==> src/rtl/fetch_pkg.sv <==
// Shared types for the fetch front end: FSM states, buffer entry layout and PC step.
// Entry fields are XLEN wide; fetch_stage's WIDTH parameter is expected to match XLEN.
package fetch_pkg;

    localparam int              XLEN   = 32;
    localparam logic [XLEN-1:0] PC_INC = 32'd4;

    typedef enum logic [1:0] {
        S_START,
        S_RUN,
        S_HALT
    } fetch_state_e;

    typedef struct packed {
        logic [XLEN-1:0] pc;
        logic [XLEN-1:0] instr;
    } fetch_entry_t;

endpackage

==> src/rtl/fetch_buffer.sv <==
// Circular FIFO of fetch entries between imem and decode; DEPTH must be a power of two >= 2.
// Flush has priority over push/pop and empties the queue in one cycle.
import fetch_pkg::*;

module fetch_buffer #(
    parameter int DEPTH = 2
) (
    input  logic         clk,
    input  logic         reset,
    input  logic         push,
    input  logic         pop,
    input  logic         flush,
    input  fetch_entry_t push_data,
    output fetch_entry_t head,
    output logic         full,
    output logic         empty
);

    localparam int             PW       = $clog2(DEPTH);
    localparam logic [PW:0]    FULL_CNT = (PW + 1)'(DEPTH);

    fetch_entry_t  r_mem [DEPTH];
    logic [PW-1:0] r_rd_ptr;
    logic [PW-1:0] r_wr_ptr;
    logic [PW:0]   r_count;

    // NOTE: sequential state uses non-blocking assignments so every register samples pre-edge values.
    always_ff @(posedge clk) begin
        if (reset) begin
            r_rd_ptr <= '0;
            r_wr_ptr <= '0;
            r_count  <= '0;
            // NOTE: storage is reset because the head outputs must read as zero right after reset.
            for (int i = 0; i < DEPTH; i++) begin
                r_mem[i] <= '0;
            end
        end else if (flush) begin
            r_rd_ptr <= '0;
            r_wr_ptr <= '0;
            r_count  <= '0;
        end else begin
            if (push) begin
                r_mem[r_wr_ptr] <= push_data;
                r_wr_ptr        <= r_wr_ptr + 1'b1;
            end
            if (pop) begin
                r_rd_ptr <= r_rd_ptr + 1'b1;
            end
            case ({push, pop})
                2'b10:   r_count <= r_count + 1'b1;
                2'b01:   r_count <= r_count - 1'b1;
                default: ;
            endcase
        end
    end

    assign head  = r_mem[r_rd_ptr];
    assign full  = (r_count == FULL_CNT);
    assign empty = (r_count == '0);

endmodule

==> src/rtl/fetch_stage.sv <==
// Fetch front end: PC, start/run/halt FSM, redirect handling and valid/ready glue to decode.
// Optional FETCH_PERF_CNT_EN adds saturating fetch_count/stall_count outputs.
import fetch_pkg::*;

module fetch_stage #(
    parameter int               WIDTH     = 32,
    parameter int               SIZE      = 23,
    parameter logic [WIDTH-1:0] RESET_PC  = '0,
    parameter int               BUF_DEPTH = 2
) (
    input  logic             clk,
    input  logic             reset,
    output logic [WIDTH-1:0] imem_addr,
    input  logic [WIDTH-1:0] imem_rd,
    input  logic             redirect_valid,
    input  logic [WIDTH-1:0] redirect_target,
    input  logic             halt_req,
    output logic             instr_valid,
    input  logic             instr_ready,
    output logic [WIDTH-1:0] instr,
    output logic [WIDTH-1:0] instr_pc,
    output logic [WIDTH-1:0] instr_pc_plus4
`ifdef FETCH_PERF_CNT_EN
    ,
    output logic [31:0]      fetch_count,
    output logic [31:0]      stall_count
`endif
);

    // The imem word index pc[SIZE+1:2] must fit inside the PC.
    if (SIZE + 2 > WIDTH) begin : g_size_exceeds_width
    end

    fetch_state_e     r_state;
    logic [WIDTH-1:0] r_pc;
    fetch_entry_t     w_head;
    fetch_entry_t     w_push_data;
    logic             w_full;
    logic             w_empty;
    logic             w_redirect;
    logic             w_enq;
    logic             w_deq;

    // Redirects arriving before the first fetch are ignored.
    assign w_redirect  = redirect_valid && (r_state != S_START);
    assign instr_valid = !w_empty && !redirect_valid;
    assign w_deq       = instr_valid && instr_ready;
    assign w_enq       = (r_state == S_RUN) && !halt_req && !redirect_valid && (!w_full || w_deq);
    assign w_push_data = '{pc: r_pc, instr: imem_rd};

    fetch_buffer #(
        .DEPTH(BUF_DEPTH)
    ) u_buffer (
        .clk      (clk),
        .reset    (reset),
        .push     (w_enq),
        .pop      (w_deq),
        .flush    (w_redirect),
        .push_data(w_push_data),
        .head     (w_head),
        .full     (w_full),
        .empty    (w_empty)
    );

    always_ff @(posedge clk) begin
        if (reset) begin
            r_state <= S_START;
            r_pc    <= RESET_PC;
        end else begin
            case (r_state)
                S_START: r_state <= S_RUN;
                S_RUN:   if (halt_req)  r_state <= S_HALT;
                S_HALT:  if (!halt_req) r_state <= S_RUN;
                default: r_state <= S_START;
            endcase
            if (w_redirect) begin
                r_pc <= {redirect_target[WIDTH-1:2], 2'b00};
            end else if (w_enq) begin
                r_pc <= r_pc + PC_INC;
            end
        end
    end

    assign imem_addr = r_pc;

    // Head fields read as zero whenever the buffer holds nothing.
    assign instr          = w_empty ? '0 : w_head.instr;
    assign instr_pc       = w_empty ? '0 : w_head.pc;
    assign instr_pc_plus4 = w_empty ? '0 : w_head.pc + PC_INC;

`ifdef FETCH_PERF_CNT_EN
    logic [31:0] r_fetch_count;
    logic [31:0] r_stall_count;
    logic        w_stall;

    assign w_stall = (r_state == S_RUN) && !halt_req && !redirect_valid && w_full && !w_deq;

    always_ff @(posedge clk) begin
        if (reset) begin
            r_fetch_count <= '0;
            r_stall_count <= '0;
        end else begin
            if (w_enq && (r_fetch_count != '1)) r_fetch_count <= r_fetch_count + 1'b1;
            if (w_stall && (r_stall_count != '1)) r_stall_count <= r_stall_count + 1'b1;
        end
    end

    assign fetch_count = r_fetch_count;
    assign stall_count = r_stall_count;
`endif

endmodule

==> config.mk <==
export PLATFORM = sky130hd
export DESIGN_NAME = fetch_stage
export DESIGN_NICKNAME = d
export VERILOG_FILES = /design/src/rtl/fetch_pkg.sv /design/src/rtl/fetch_buffer.sv /design/src/rtl/fetch_stage.sv
export SDC_FILE = /design/constraint.sdc
export NUM_CORES = 1
export LEC_CHECK = 0
export BUFFER_PORTS_ARGS = -buffer_cell sky130_fd_sc_hd__buf_2
export CAP_MARGIN = 20
export CORE_MARGIN = 4
export CORE_UTILIZATION = 59
export DETAILED_ROUTE_END_ITERATION = 12
export GPL_TIMING_DRIVEN = 1
export PLACE_DENSITY = 0.92
export SLEW_MARGIN = 5
export SYNTH_ARGS = -nofsm -noshare
export SYNTH_HDL_FRONTEND = slang
export SYNTH_SLANG_ARGS = --single-unit
==> constraint.sdc <==
create_clock -name clk -period 4.9 [get_ports clk]
set_clock_uncertainty 0.2 [all_clocks]
set_input_delay 0.245 -clock clk [delete_from_list [all_inputs] [get_ports clk]]
set_output_delay 0.245 -clock clk [all_outputs]
set_load 0.02 [all_outputs]
==> reports/metrics.cfg <==
[status]
status=completed

[sta]
setup_ws_ns=0.563
slew_headroom_pct=30.4
slew_violations=0
fin_crit_sh_pct=88.5
rsz0062_at_grt=false
worstMarginPinSlew_ns=1.03
finalSetupTns_ns=0
period_needed_ns=4.34
finalSetupViolCount=0
hold_slack_ns=0.0396
fmax_mhz=231
hold_viol_final=0

[critical_path]
r2r_end=u_buffer.r_mem[1][12]$_SDFFCE_PN0P_
reg2reg_slack_ns=1.40
crit_cells=8
r2r_cells=6
cp_top_family=simple AND/OR/NAND/NOR gates
crit_arrival_ns=3.89
r2r-start=r_state[0]$_SDFFE_PP0P_
critPathKind=register to output pin
worst_path_max_delay_cell=dfxtp_4
max_stage_delay_ns=0.82
worstPathRequired_ns=4.45
cp-end-kind=output pin
crit_chain=mux2_2, ha_1, nand4_1, a22oi_1, nand4_1, nor4_1, mux2_2, buf_2
cp-start-kind=register
crit_end=instr_pc_plus4[30]
path_max_fanout=52
crit_buf_inv=1

[finish]
regArea_sq_mm=0.00447
area_growth_pct=27.1
fin_cells=1197
stdcell_area_sq_mm=0.0106
multi_input_area_sq_mm=0.00368
fillers=912
nets=1075
finish.utilization_pct=76.6
layout-drive-gt1-share_pct=24.7
antenna_cells=0

[clock_tree]
numClockSinks=161
clk_path_buf_depth=2
cts_root_buf=clkbuf_16
clk_latency_ns=0.42
clk_pin_slew_ns=0.06
cts_tree=done
numCtsBuffers=17
h-tree-depth=4

[placement]
place_inst=1102
gp_congestion=0.890
placed_cell_area_sq_mm=0.00941
detailed_place_hpwl_mm=12.9
portBuffers=189
pre_cts_slack_ns=0.969

[global_routing]
grt_usage_pct=25.1
met2_usage_pct=43.0
met3_usage_pct=4.68
grt_overflow=0
grt_pass1_vias=6589
grt.busiest_layer=met2
met1_usage_pct=33.2
grt_pass1_wl_mm=32.7
antenna_found_initial=0
grt_max_degree=64

[synthesis]
synth_fa_ha_area_share_pct=0.419
synth.mux.area_fraction_pct=7.74
ys_dominant_reg_cell=edfxtp_1
avgSynthCellArea_sq_um=10.8
synth_top_family_by_area=simple AND/OR/NAND/NOR gates
ys_async_sr_fraction_pct=0
synth_area_sq_mm=0.00836
synthDistinctLibCells=58
synth-xor-area-share_pct=4.30
ys_ff_latch=161
synth_edf_count=124
yosysWarningCount=0
synthCells=775
synth_compound_area_share_pct=6.48
synthSimpleGateAreaFrac_pct=24.4
yosysSeqAreaShare_pct=53.4

[power]
powerDensity_mw_per_mm2=302
peakVddDrop_mv=0.251
total_power_mw=3.21
p_leak_nw=4.26

[floorplan]
die_h_microns=127
fp-row-count=43
coreArea_sq_mm=0.0139
io-pin-count=198
fp.dieArea_sq_mm=0.0161
start_util_pct=60.2
die_x_microns=127

[detailed_routing]
routedWlPerCell_microns=16.7
drc_errors=0
dr_total_vias=6653
drt_iter0_drc=376
dr.pass1.iters=5
ant_nets=0
vias_per_cell=5.56
wirelength_mm=20.0

[job]
cap_violations=0

[min_path]
hold_class=primary input to register

-- cell families (layout without fill, tap and decap cells) --
family	count (synthesis)	count (layout)
AO/OA/AOI/OAI	76	76
multiplexers	64	64
other	1	6
XOR/XNOR	41	41
AND/OR/NAND/NOR	371	371
adder cells (fa/ha/maj)	3	3
buffers and inverters	58	295
flip-flops	161	161
-- worst min path at each step --
stage,start,end,slack [ns],depth (start not counted)
global placement,redirect_target[30],imem_addr[30]$_SDFFE_PP0P_,0.26,2
floorplan,redirect_target[18],imem_addr[18]$_SDFFE_PP0P_,0.15,2
detailed placement,redirect_target[30],imem_addr[30]$_SDFFE_PP0P_,0.27,2
finish,redirect_valid,u_buffer.r_count[0]$_SDFFE_PP0P_,0.04,4
CTS,instr_ready,register,0.03,4
global route,redirect_valid,u_buffer.r_count[0]$_SDFFE_PP0P_,0.05,4
-- layout by cell type, fill, tap and decap left out, types with 9 or more instances in the layout --
cell type and n:
and2_1 134, a211oi_1 29, nor3_1 13, nor2_1 110, dfxtp_1 36, dlygate4sd3_1 63
buf_2 189, mux2i_1 59, nand4_1 17, buf_4 9, xnor2_1 11, nand2_1 25
clkbuf_16 17, a21oi_1 9, nand3_1 20, xor2_1 30, edfxtp_1 124
-- registers in the layout, indices dropped and copies added, names as in the netlist, named ones only --
name,cells
u_buffer.r_wr_ptr,1
u_buffer.r_mem,124
r_state,2
u_buffer.r_rd_ptr,1
u_buffer.r_count,2
imem_addr,30
-- routing by layer --
layer / routed length (microns) / vias to the layer above
met5: 0 / -
met2: 10100 / 252
met3: 1300 / 22
met4: 230 / 0
met1: 8430 / 3158
li1: - / 3221
-- cell type report --
| type | count | share of cell area, % |
|---|---|---|
| sequential | 161 | 42.0 |
| tap | 180 | 2.12 |
| inverter | 1 | 0.0353 |
| clock buffer | 20 | 4.20 |
| multi-input combinational | 561 | 34.6 |
| clock inverter | 12 | 1.34 |
| timing repair buffer | 262 | 15.7 |
-- worst reg2reg max path, stage by stage (launching register included) --
cell and delay, ns:
dfxtp_1 0.46, or4b_4 0.56, nor2_2 0.31, and3_2 0.24, buf_4 0.46, or2_2 0.21
buf_4 0.64
-- what timing repair did --
action | in CTS | in global routing
resized for setup | 0 | 0
setup buffers | 0 | 0
hold buffers | 63 | 0
hold endpoints to repair | 96 | 0
-- Yosys cell counts, types with 2 or more instances --
library cell | count | area [sq um]
nand3b_1 | 5 | 37.5
nor2b_1 | 3 | 18.8
nand4b_1 | 4 | 35.0
a22oi_1 | 2 | 15.0
and4_1 | 6 | 52.6
o31ai_1 | 4 | 30.0
nor2_1 | 111 | 417
clkbuf_1 | 34 | 128
buf_2 | 9 | 45.0
nand2_1 | 25 | 93.8
nor4_2 | 2 | 25.0
buf_6 | 2 | 22.5
nand2b_1 | 3 | 18.8
a221oi_1 | 2 | 17.5
and2_1 | 134 | 838
dfxtp_1 | 37 | 741
o21a_1 | 2 | 15.0
a211oi_1 | 29 | 218
nand4_1 | 17 | 106
mux2_2 | 5 | 56.3
and3_1 | 8 | 50.1
nor3_1 | 13 | 65.1
nand3_1 | 20 | 100
or2_2 | 3 | 18.8
a21oi_1 | 9 | 45.0
o21ai_0 | 9 | 45.0
o31a_1 | 6 | 52.6
a31oi_1 | 4 | 25.0
edfxtp_1 | 124 | 3720
buf_4 | 7 | 52.6
xor2_1 | 30 | 263
buf_1 | 5 | 18.8
xnor2_1 | 11 | 96.3
ha_1 | 2 | 25.0
nor4_1 | 7 | 43.8
mux2i_1 | 59 | 591
-- power by group --
part / internal, mW / leakage [nW] / switching, mW
clock network: 0.808 / 0.287 / 0.500
logic: 0.132 / 2.38 / 0.178
registers: 1.53 / 1.59 / 0.0592
total: 2.47 / 4.26 / 0.737
No activity file was read; power rests on OpenSTA's default activity.
